--- config.mk ---
export PLATFORM = sky130hd
export DESIGN_NAME = mem_stage_sram
export DESIGN_NICKNAME = d
export VERILOG_FILES = /design/src/rtl/mem_stage_sram_pkg.sv /design/src/rtl/sram_ctrl.sv /design/src/rtl/mem_stage_sram.sv
export SDC_FILE = /design/constraint.sdc
export NUM_CORES = 1
export LEC_CHECK = 0
export CAP_MARGIN = 10
export CORE_MARGIN = 1.5
export CORE_UTILIZATION = 30
export CTS_CLUSTER_DIAMETER = 40
export DETAILED_ROUTE_END_ITERATION = 16
export PLACE_DENSITY = 0.74
export SLEW_MARGIN = 20
export SYNTH_ARGS = -nofsm -noshare
export SYNTH_HDL_FRONTEND = slang
export SYNTH_HIERARCHICAL = 1
export SYNTH_SLANG_ARGS = --single-unit
--- constraint.sdc ---
create_clock -name clk -period 1.8 [get_ports clk]
set_clock_uncertainty 0.2 [all_clocks]
set_input_delay 0.27 -clock clk [delete_from_list [all_inputs] [get_ports clk]]
set_output_delay 0.27 -clock clk [all_outputs]
set_load 0.02 [all_outputs]
--- src/rtl/mem_stage_sram_pkg.sv ---
// Shared definitions for the SRAM-backed memory stage.
package mem_stage_sram_pkg;

   localparam int unsigned WAIT_CYCLES_DEF = 4;
   localparam logic [31:0] BASE_ADDR_DEF   = 32'd1024;
   localparam int unsigned SRAM_AW         = 16;

   typedef enum logic [1:0] {
      IDLE   = 2'd0,
      ACCESS = 2'd1,
      DONE   = 2'd2
   } state_t;

endpackage

--- src/rtl/sram_ctrl.sv ---
// SRAM access sequencer: FSM, wait counter and registered SRAM pins.
module sram_ctrl
   import mem_stage_sram_pkg::*;
#(
   parameter int unsigned WAIT_CYCLES = WAIT_CYCLES_DEF
) (
   input  logic               clk,
   input  logic               rst,
   input  logic               rd_req,
   input  logic               wr_req,
   input  logic [SRAM_AW-1:0] addr,
   input  logic [31:0]        wdata,
   input  logic [31:0]        sram_rdata,
   output logic               ready,
   output logic [SRAM_AW-1:0] sram_addr,
   output logic [31:0]        sram_wdata,
   output logic               sram_we_n,
   output logic [31:0]        mem_data
);

   localparam logic [3:0] LAST_CNT = 4'(WAIT_CYCLES - 1);

   state_t     state;
   state_t     state_next;
   logic [3:0] cnt;
   logic       load_op;
   logic       req;
   logic       take;
   logic       last;

   assign req = rd_req | wr_req;

   // State register.
   always_ff @(posedge clk) begin
      if (rst) state <= IDLE;
      else     state <= state_next;
   end

   // Next-state decode plus ready and the accept/finish strobes.
   always_comb begin
      state_next = state;
      ready      = 1'b0;
      take       = 1'b0;
      last       = 1'b0;
      case (state)
         IDLE: begin
            ready = ~req;
            if (req) begin
               take       = 1'b1;
               state_next = ACCESS;
            end
         end
         ACCESS: begin
            if (cnt == LAST_CNT) begin
               last       = 1'b1;
               state_next = DONE;
            end
         end
         DONE: begin
            ready      = 1'b1;
            state_next = IDLE;
         end
         default: state_next = IDLE;
      endcase
      // Reset behaves as IDLE so the pipeline is not frozen while it is held.
      if (rst) ready = ~req;
   end

   // Wait counter, SRAM pin registers and load-data capture.
   always_ff @(posedge clk) begin
      if (rst) begin
         cnt        <= '0;
         load_op    <= 1'b0;
         sram_addr  <= '0;
         sram_wdata <= '0;
         sram_we_n  <= 1'b1;
         mem_data   <= '0;
      end else begin
         if (take) begin
            cnt        <= '0;
            load_op    <= rd_req & ~wr_req;
            sram_addr  <= addr;
            sram_wdata <= wdata;
            sram_we_n  <= ~wr_req;
         end
         if (state == ACCESS) begin
            cnt <= cnt + 4'd1;
            if (last) begin
               sram_we_n <= 1'b1;
               if (load_op) mem_data <= sram_rdata;
            end
         end
      end
   end

endmodule

--- src/rtl/mem_stage_sram.sv ---
// MEM pipeline stage over a multi-cycle SRAM: address mapping, pass-throughs, ready gating.
module mem_stage_sram
   import mem_stage_sram_pkg::*;
#(
   parameter int unsigned WAIT_CYCLES = WAIT_CYCLES_DEF,
   parameter logic [31:0] BASE_ADDR   = BASE_ADDR_DEF
) (
   input  logic               clk,
   input  logic               rst,
   input  logic [31:0]        ALU_res_in,
   input  logic [31:0]        Val_Rm_in,
   input  logic               Mem_R_EN_in,
   input  logic               Mem_W_EN_in,
   input  logic               WB_EN_in,
   input  logic [3:0]         dest_in,
   output logic [31:0]        ALU_res,
   output logic [3:0]         dest,
   output logic               WB_EN,
   output logic               Mem_R_EN,
   output logic [31:0]        Mem_Data,
   output logic               ready,
   output logic [SRAM_AW-1:0] SRAM_addr,
   output logic [31:0]        SRAM_wdata,
   input  logic [31:0]        SRAM_rdata,
   output logic               SRAM_WE_N
);

   logic [SRAM_AW-1:0] word_addr;

   // Byte address relative to the SRAM base, modulo 2^32, as a word index.
   assign word_addr = SRAM_AW'((ALU_res_in - BASE_ADDR) >> 2);

   assign ALU_res  = ALU_res_in;
   assign dest     = dest_in;
   assign WB_EN    = WB_EN_in & ready;
   assign Mem_R_EN = Mem_R_EN_in & ready;

   sram_ctrl #(
      .WAIT_CYCLES(WAIT_CYCLES)
   ) u_ctrl (
      .clk        (clk),
      .rst        (rst),
      .rd_req     (Mem_R_EN_in),
      .wr_req     (Mem_W_EN_in),
      .addr       (word_addr),
      .wdata      (Val_Rm_in),
      .sram_rdata (SRAM_rdata),
      .ready      (ready),
      .sram_addr  (SRAM_addr),
      .sram_wdata (SRAM_wdata),
      .sram_we_n  (SRAM_WE_N),
      .mem_data   (Mem_Data)
   );

endmodule

=== Yosys cells after proc, flatten, opt, wreduce, memory -nomap -nowiden ===
Cells that the tools add are included.

* Flip-flop bits (word level): 88
* Output and inout bits: 120
* Word-level logic and storage cells: 38
* Input port bits: 105

* Multiplexer cells: 14
* Reduce and logical (&&, ||, !) cells: 4
* Add/subtract/negate cells: 2
* Bitwise logic cells: 6
* Equal/unequal tests: 5

{| class="wikitable"
|+ Operator list
! kind !! number
|-
| $sub 18x11->18 const B || 1
|-
| $mux 1 || 8
|-
| $mux 4 || 2
|-
| $add 4x1->4 const B || 1
|-
| $eq 4x2->1 const B || 1
|-
| $mux 2 || 2
|-
| $ne 2x1->1 const B || 2
|-
| $pmux 2 s2 || 1
|-
| $and 1x1->1 || 3
|-
| $reduce_and 3->1 || 1
|-
| $eq 2x1->1 const B || 1
|-
| $eq 2x2->1 const B || 1
|-
| $logic_not 2->1 || 1
|-
| $not 1->1 || 2
|-
| $pmux 1 s2 || 1
|-
| $reduce_and 2->1 || 1
|-
| $reduce_bool 2->1 || 1
|-
| $or 1x1->1 || 1
|}

=== Logic depth before layout (Yosys ltp) ===
* Depth in word-level cells: 6
* Depth in mapped cells: 7
* Depth with buffers taken out: 7

=== Hierarchy ===
The synthesis kept the hierarchy.

{| class="wikitable"
|+ Modules (own cells, without submodules)
! module !! sequential area each (sq um) !! area each (sq um) !! instances !! cells each
|-
| sram_ctrl || 1761.7 || 3621.0 || 1 || 413
|-
| mem_stage_sram || 0.0 || 429.2 || 1 || 56
|}

=== Least setup slack after synthesis ===
Ideal clock, no wire load.

* Path type: input -> output
* From: input rst
* To: output Mem_R_EN
* Arrival time: 1653 ps
* Required time: 1330 ps
* Slack: -323 ps
* Path buffers: 2
* Stages: 5
* Path through: clkbuf_1 clkinv_1 clkbuf_1 a21oi_1 and2_1

* Word-level cells in the longest chain between the ends: 2

{| class="wikitable"
|+ Ends and longest elaborated chain
! item !! RTL line !! RTL
|-
| from (decl) || mem_stage_sram.sv:9 || <nowiki>input logic rst,</nowiki>
|-
| $mux 1 || sram_ctrl.sv:66 || <nowiki>if (rst) ready = ~req;</nowiki>
|-
| net ready || mem_stage_sram.sv:21 || <nowiki>output logic ready,</nowiki>
|-
| $and 1x1->1 || mem_stage_sram.sv:36 || <nowiki>assign Mem_R_EN = Mem_R_EN_in & ready;</nowiki>
|-
| to (decl) || mem_stage_sram.sv:19 || <nowiki>output logic Mem_R_EN,</nowiki>
|}

The timed path passes the listed nets, and every way through them passes these cells.

=== Worst setup path in the final report ===
* From: register u_ctrl.sram_wdata[30]
* To: output SRAM_wdata[30]

{| class="wikitable"
|+ RTL lines
! item !! RTL line !! RTL
|-
| from (decl) || sram_ctrl.sv:16 || <nowiki>output logic [31:0] sram_wdata,</nowiki>
|-
| from (signal assigned) || sram_ctrl.sv:83 || <nowiki>sram_wdata <= wdata;</nowiki>
|-
| to (decl) || mem_stage_sram.sv:23 || <nowiki>output logic [31:0] SRAM_wdata,</nowiki>
|}

No word-level cell between the ends.

==> reports/qor.csv <==
stage;metric;value;unit
outcome;status;finished clean;
route;wl_per_cell;15.6;um
floorplan;core_area;13200;sq um
synth;ys_types;38;
setup_path;cpPeakStageDelay;0.62;ns
setup_path;critPathSlowestCell;clkdlybuf4s50_1;
place;postPlaceCellArea;5960;sq um
setup_path;critical_path_class;reg -> out;
clock_network;cts_tree;built;
global_route;grt.total_usage;17.1;%
final_layout;antenna_cells;0;
final_layout;final_cell_mix;138 x clkdlybuf4s50_1, 87 x dfxtp_1, 53 x o21ai_0;
floorplan;dieArea;14200;sq um
floorplan;die_h;119;um
clock_network;numCtsBuffers;9;
global_route;grt_max_degree;88;
hold_path;hold_depth;3;
route;vias_per_cell;5.08;
pwr;pwr-share-comb;18.2;%
global_route;grt_pass1_wl;19700;um
setup_path;end_kind;output port;
synth;ys_warn_count;6;
place;hpwlAfterDp;8530;um
clock_network;ctsHoldBuffers;0;
global_route;antenna_found_initial;0;
final_layout;drive_gt1_share;12.6;%
hold_path;hold_path_class;in -> reg;
timing;drv_slew;0;
synth;synth_edf_count;0;
synth;syn_nets;576;
pwr;swShare;25.8;%
place;dp.cells;776;
final_layout;nNetsFinal;722;
synth;ys_seq_area_share;43.5;%
synth;ys_async_sr_fraction;0;%
setup_path;cp.depth;1;
run;drv_cap;0;
route;drtPass1Iterations;4;
floorplan;io_pins;225;
synth;synth_flop_cell;dfxtp_1;
place;gp_congestion;0.775;
place;portBuffers;184;
clock_network;cts-root-buf;clkbuf_16;
final_layout;fin_util;48.2;%
route;wl;12400;um
setup_path;path_delay_family;buffers and inverters;
final_layout;design_area;6350;sq um
timing;fin_crit;1.76;ns
setup_path;required;1.33;ns
global_route;grt-ovfl-total;0;
timing;hold_viol;0;
timing;fin_crit_sh;97.8;%
pwr;peakVddDrop;0.388;mV
clock_network;clk_latency;0.34;ns
final_layout;nFillCells;1239;
timing;setup_viol;0;
clock_network;clkSinkCount;88;
floorplan;start_util;30.7;%
final_layout;final_common_cell;clkdlybuf4s50_1;
floorplan;die_x;119;um
pwr;power_leakage;2.62;nW
synth;syn_area;4050;sq um
setup_path;cp.arrival;1.29;ns
synth;synth_cells;469;
setup_path;startpoint_type;flip-flop;
pwr;power_frac_clock;39.2;%
timing;relSlewSlack;39.1;%
pwr;p_per_area;765;nW/um^2
synth;syn-mean-instance-area;8.64;sq um
final_layout;fin_cells;796;
route;via_count;4047;
pwr;power.internal;0.00361;W
timing;max_freq;568;MHz
synth;synth_seq_cells;88;
setup_path;worstPathCellList;clkdlybuf4s50_1;
pwr;seqPwrFrac;42.5;%
clock_network;htree_levels;3;
route;drt_iter0_markers;277;
pwr;power_switching;0.00125;W
setup_path;path_max_fanout;2;
timing;worst_pin_slew;0.913;ns
global_route;grt_pass1_vias;4062;
clock_network;ctsLongestPathBuffers;2;
final_layout;syn_to_final_growth;56.9;%
timing;finalSetupTns;0;ns
route;drc;0;
setup_path;crit_buf_inv;1;
floorplan;rows;42;
route;drtAntennaViolNets;0;
clock_network;path_clk_slew;0.06;ns
setup_path;reg2regPathDepth;6;
-- worst paths after layout --
check | startpoint | endpoint | slack [ns]
worst max-delay path | u_ctrl/sram_wdata[30] | SRAM_wdata[30] | 0.04
worst min-delay path | Mem_W_EN_in | u_ctrl/load_op | 0.21
worst max register to register | u_ctrl/cnt[1] | u_ctrl/mem_data[9] | 0.06
worst min register to register | u_ctrl/sram_addr[13] | u_ctrl/sram_addr[13] | 0.28
-- per-layer routing --
layer	wire length [um]	up-vias	share of wire [%]	track usage, %
met2	6140	148	49	29.3
met5	0	-	0	0
met1	5210	1943	42	20.2
li1	-	1935	-	-
met4	203	0	1.6	5.87
met3	887	21	7.1	5.46
-- cell families after synthesis --
| logic type | synth area share, % |
|---|---|
| DFF | 43.5 |
| xor gates and xnor gates | 1.30 |
| and+or+nand+nor | 10.5 |
| AOI/OAI and AO/OA | 27.9 |
| muxes | 0.278 |
| adders and majority gates | 0.618 |
| buffers and inverters | 15.8 |
-- cells in the mapped netlist, types with 2 or more instances --
cell type	count	area [sq um]
clkbuf_1	36	135
inv_1	35	131
buf_2	6	30.0
dfxtp_1	88	1760
xor2_1	4	35.0
buf_1	2	7.51
buf_4	37	278
and2_1	2	12.5
xnor2_1	2	17.5
a31o_2	2	17.5
o21ai_0	53	265
buf_6	5	56.3
a21oi_1	54	270
ha_1	2	25.0
nor2b_1	2	12.5
a311oi_1	32	280
nor2_1	7	26.3
a31o_1	30	263
nand3_1	48	240
nand2_1	4	15.0
-- sequential cells by signal, summed over array words and instances (netlist names) --
signal and flops:
u_ctrl/mem_data 32, u_ctrl/sram_wdata 32, u_ctrl/sram_addr 16, u_ctrl/cnt 4
u_ctrl/load_op 1, u_ctrl/state 2, u_ctrl/sram_we_n 1
-- timing repair --
action	CTS	global route
pin swaps	2	0
buffers inserted	0	3
setup endpoints to repair	21	54
cloned	0	1
resized for setup	35	26
-- through the flow --
stage               worst slack, ns  hold WS, ns  total power, W
finish                       0.0397        0.207         0.00486
floorplan                    0.0206        0.167         0.00258
CTS                         0.00436        0.188         0.00494
global placement             -0.525        0.262         0.00300
global route               -0.00586        0.208         0.00508
detailed placement           -0.540        0.273         0.00302
-- power by group through the flow --
stage                     combinational, W  sequential (W)  clock [W]
after floorplan                   0.000384         0.00220          0
after global placement            0.000888         0.00211          0
after detailed placement          0.000906         0.00211          0
after CTS                         0.000892         0.00207    0.00198
after global routing              0.000946         0.00208    0.00205
final                             0.000886         0.00207    0.00191
-- area by class of cell --
type	instances	area, sq um	area share [%]
multi-input cells	259	1690	26.5
repair buffers	221	2240	35.3
clock buffers	11	253	3.98
clock inverters	5	55.1	0.866
well taps	176	220	3.47
flip-flops and latches	88	1760	27.7
inverters	36	136	2.15
Note: power is estimated with default switching activity, not from simulation.
==> patch 1: new RTL, same settings <==
Encoding of `state_t`: now one-hot (3 bits for 3 states).
--- a/src/rtl/mem_stage_sram_pkg.sv
+++ b/src/rtl/mem_stage_sram_pkg.sv
@@ -5,10 +5,10 @@
    localparam logic [31:0] BASE_ADDR_DEF   = 32'd1024;
    localparam int unsigned SRAM_AW         = 16;
 
-   typedef enum logic [1:0] {
-      IDLE   = 2'd0,
-      ACCESS = 2'd1,
-      DONE   = 2'd2
+   typedef enum logic [2:0] {
+      IDLE   = 3'b001,
+      ACCESS = 3'b010,
+      DONE   = 3'b100
    } state_t;
 
 endpackage
Function: same outputs for any inputs over 10 cycles, from zero or initial values and one cycle with rst high; not proved beyond that.
==> patch 1 against the original RTL <==
  * The run now ends with negative setup slack left
  * Final area up 7.2%
  * Routed wire length is 9.1% higher
  * Fmax down 12%
  * Sequential cell count up 1
  * Synthesized cell count rose by 1.7%
  * Synthesized area grew 7.3%
  * Total power is 8.6% higher
  * Count of clock-buffer cells in the layout is the same
  * Setup slack got worse by 0.24 ns
  * Critical path type is now reg2reg
==> patch 1: results (changes against the original RTL) <==
- GR Layer Usage met2: 0.2941 (was 0.2934)
- Worst vdd ir: 382.1 uV (was 387.9 uV)
- Sum Neg Setup Slack: -4.241 ns (was 0 ns)
- Routed via count: 4,189 (was 4,047)
- Met2 WL: 6.652 mm (was 6.137 mm)
- First-pass GRT wire length: 20.31 mm (was 19.70 mm)
- Pre-antenna DRT Iters: 6 (was 4)
- Critical Path AT: 2.06 ns (was 1.29 ns)
- Hold Path Depth: 2 (was 3)
- Final WS setup: -0.1998 ns (was 0.03974 ns)
- Status: finished with violations (was finished, final reports clean)
- Vias in the first global route: 4,091 (was 4,062)
- Overall power: 0.005281 W (was 0.004863 W)
- Max_slew headroom: 0.2752 (was 0.3911)
- DRT met1 WL: 5.255 mm (was 5.207 mm)
- Area after DPL: 6243 sq um (was 5963 sq um)
- GPL Wtd Cong: 0.8259 (was 0.7754)
- Detailed placer's ending HPWL: 8.603 mm (was 8.526 mm)
- Post-synth top cells: 89 x dfxtp_1, 66 x nand2b_1, 52 x a21oi_1 (was 88 x dfxtp_1, 54 x a21oi_1, 53 x o21ai_0)
- Origin of the worst min-delay path: u_ctrl/sram_addr[6] (was Mem_W_EN_in)
- FF-to-FF path depth: 7 (was 6)
- GR Util All Layers: 0.1701 (was 0.1714)
- Largest net degree at the start of global routing: 123 (was 88)
- Worst R2R Start: u_ctrl/state[2] (was u_ctrl/cnt[1])
- Failing checks: negative setup slack
- Final setup viols: 37 (was 0)
patch 1: changes by cell type in the layout (fill, tap and decap cells not counted), moves of 46 or more:
cell and delta:
nand2b_1 +64, o31ai_1 +49, o21ai_0 -53, nand4_1 +47, nand3_1 -46
patch 1: worst max-delay path, stage by stage, from the launching register on:
cell     delay (ns)
dfxtp_4        0.37
buf_12         0.15
or3b_4         0.40
nor3_4         0.22
buf_6          0.15
buf_12         0.10
buf_16         0.13
mux2i_1        0.19
patch 1: worst max-delay path by stage:
stage / cells past startpoint / to / slack, ns / start
after global placement: 6 / WB_EN / -0.67 / Mem_W_EN_in
final: 7 / u_ctrl/mem_data[10] / -0.20 / u_ctrl/state[2]
after detailed placement: 6 / WB_EN / -0.71 / Mem_W_EN_in
after CTS: 6 / u_ctrl/mem_data[0] / -0.20 / u_ctrl/cnt[1]
after floorplan: 5 / u_ctrl/mem_data[10] / -0.008 / u_ctrl/cnt[1]
after global routing: 7 / u_ctrl/mem_data[10] / -0.28 / u_ctrl/state[2]
patch 1: logic make-up (layout without fill, tap and decap cells):
logic type / after synthesis / after routing / synth area share
DFF: 89 / 89 / 0.4099
AOI/OAI and AO/OA: 113 / 113 / 0.1652
buffers and inverters: 92 / 245 / 0.1203
adders and majority gates: 2 / 2 / 0.005756
and+or+nand+nor: 143 / 143 / 0.2130
muxes: 32 / 32 / 0.07369
xor gates and xnor gates: 6 / 6 / 0.01209
patch 1: timing repair:
action	4_1_cts	5_1_grt
buffers inserted	3	4
gates resized for setup	50	60
pin swaps	4	4
setup endpoints to repair	62	80
cloned	3	0
endpoints found under the hold margin	0	0
patch 1: area by class of cell:
type                       instances  area share
sequential                        89      0.2627
inverter                           5    0.002755
clock buffer                      11     0.03711
clock inverter                     4    0.007715
tap                              180     0.03306
multi-input combinational        296      0.3079
timing repair buffer             225      0.3488
==> patch 2: new RTL, same flow settings <==
Without the edit above. Change the package constant `SRAM_AW` from 16 to 14.
--- a/src/rtl/mem_stage_sram_pkg.sv
+++ b/src/rtl/mem_stage_sram_pkg.sv
@@ -3,7 +3,7 @@
 
    localparam int unsigned WAIT_CYCLES_DEF = 4;
    localparam logic [31:0] BASE_ADDR_DEF   = 32'd1024;
-   localparam int unsigned SRAM_AW         = 16;
+   localparam int unsigned SRAM_AW         = 14;
 
    typedef enum logic [1:0] {
       IDLE   = 2'd0,
Interface: changed (resized SRAM_addr); port bits go from 225 to 223. The function was not compared with the original's and may differ.
==> patch 2 against the original RTL <==
  * Total power shrank 6.3%
  * Non-clock buffer count shrank 9
  * Setup slack lost 0.015 ns
  * Final cell count shrank 3.9%
  * Final area shrank 6.1%
  * Count of clock-buffer cells in the layout shrank 1
  * Synthesized area shrank 6.3%
  * Sequential cell count shrank 2
  * Core utilization grew 0.88 points
  * Routed wire length shrank 12%
  * Largest power group unchanged
  * Highest routed layer unchanged
==> patch 2: results (changes against the original RTL) <==
- Top flop regs: u_ctrl/mem_data x32, u_ctrl/sram_wdata x32, u_ctrl/sram_addr x14 (was u_ctrl/mem_data x32, u_ctrl/sram_wdata x32, u_ctrl/sram_addr x16)
- GR Util All Layers: 0.1589 (was 0.1714)
- Area after DPL: 5583 sq um (was 5963 sq um)
- Layout cells sized above 1: 0.1139 (was 0.1258)
- GPL Wtd Cong: 0.7581 (was 0.7754)
- Largest net degree at the start of global routing: 67 (was 88)
- Clock share of power: 0.379 (was 0.392)
- Switching fraction of total power: 0.2616 (was 0.2575)
- HP Class: reg2reg (was in2reg)
- Post-Synthesis Net Count: 550 (was 576)
- First-pass GRT wire length: 16.62 mm (was 19.70 mm)
- Sequential cell area fraction in the yosys report: 0.4538 (was 0.4350)
- Status: finished, final reports clean (unchanged)
- Routed via count: 3,653 (was 4,047)
- Crit path largest cell delay: 0.62 ns (about the same)
- Post-synth top cells: 86 x dfxtp_1, 67 x nand2_1, 53 x a21oi_1 (was 88 x dfxtp_1, 54 x a21oi_1, 53 x o21ai_0)
- Reg power frac: 0.444 (was 0.425)
- Vias in the first global route: 3,594 (was 4,062)
- Slew @ Worst Pin: 0.6123 ns (was 0.9133 ns)
- Worst vdd ir: 443.7 uV (was 387.9 uV)
- Buffers on Ports: 178 (was 184)
- Post-CTS resize count: 29 (was 35)
- Post-CTS setup buffers: 1 (was 0)
- Overall power: 0.004554 W (was 0.004863 W)
- MaxCap Viol Count: 0 (unchanged)
- Async set-reset flop share out of synthesis: 0 (unchanged)
- Place WS: -0.4789 ns (was -0.5403 ns)
- FILL cells: 1,158 (was 1,239)
- Clk slew on worst S/H paths: 0.06 ns (about the same)
- Detailed placer's ending HPWL: 7.406 mm (was 8.526 mm)
- Nets: 699 (was 722)
- Area share of the largest cell type after synthesis: 0.4538 (was 0.4350)
- Final WL: 10.99 mm (was 12.44 mm)
- LEAKAGE: 2.542 nW (was 2.615 nW)
- DR iter-0 viols: 195 (was 277)
[patch 2: metrics by stage]
step / hold slack (ns) / std cells / setup TNS (ns) / utilization
2_1_floorplan: 0.2121 / 443 / 0 / -
3_5_place_dp: 0.2526 / 744 / -7.401 / 0.4591
5_1_grt: 0.2733 / 765 / 0 / 0.4905
4_1_cts: 0.2611 / 761 / 0 / 0.4809
6_report: 0.2581 / 765 / 0 / 0.4905
3_3_place_gp: 0.2430 / 744 / -6.679 / 0.4591
[patch 2: worst paths after layout]
path                          from             endpoint  slack [ns]  depth (start not counted)
max reg2reg        u_ctrl/state[0]  u_ctrl/mem_data[29]        0.09                          6
max          u_ctrl/sram_wdata[13]       SRAM_wdata[13]        0.03                          1
min            u_ctrl/mem_data[27]  u_ctrl/mem_data[27]        0.26                          2
min reg2reg    u_ctrl/mem_data[27]  u_ctrl/mem_data[27]        0.26                          2
[patch 2: final cells by class]
| cell class | instances | share of cell area |
|---|---|---|
| multi-input cells | 279 | 0.2695 |
| clock buffers | 10 | 0.04006 |
| well taps | 168 | 0.03523 |
| repair buffers | 212 | 0.3574 |
| inverters | 4 | 0.002517 |
| clock inverters | 6 | 0.006292 |
| flip-flops and latches | 86 | 0.2890 |
[patch 2: metal layers]
metal	share of wire	vias up	GRT usage
li1	-	1776	-
met1	0.38	1696	0.1603
met2	0.50	158	0.2828
met3	0.090	23	0.05805
met4	0.026	0	0.09053
met5	0	-	0
[patch 2: logic make-up (layout without fill, tap and decap cells)]
family	count (synthesis)	in the layout	synth area share
xor+xnor	3	3	0.006927
flops	86	86	0.4538
compound gates	106	106	0.1425
simple gates	136	136	0.1712
buf+inv	78	232	0.1346
fa+ha+maj	2	2	0.006595
mux	32	32	0.08443
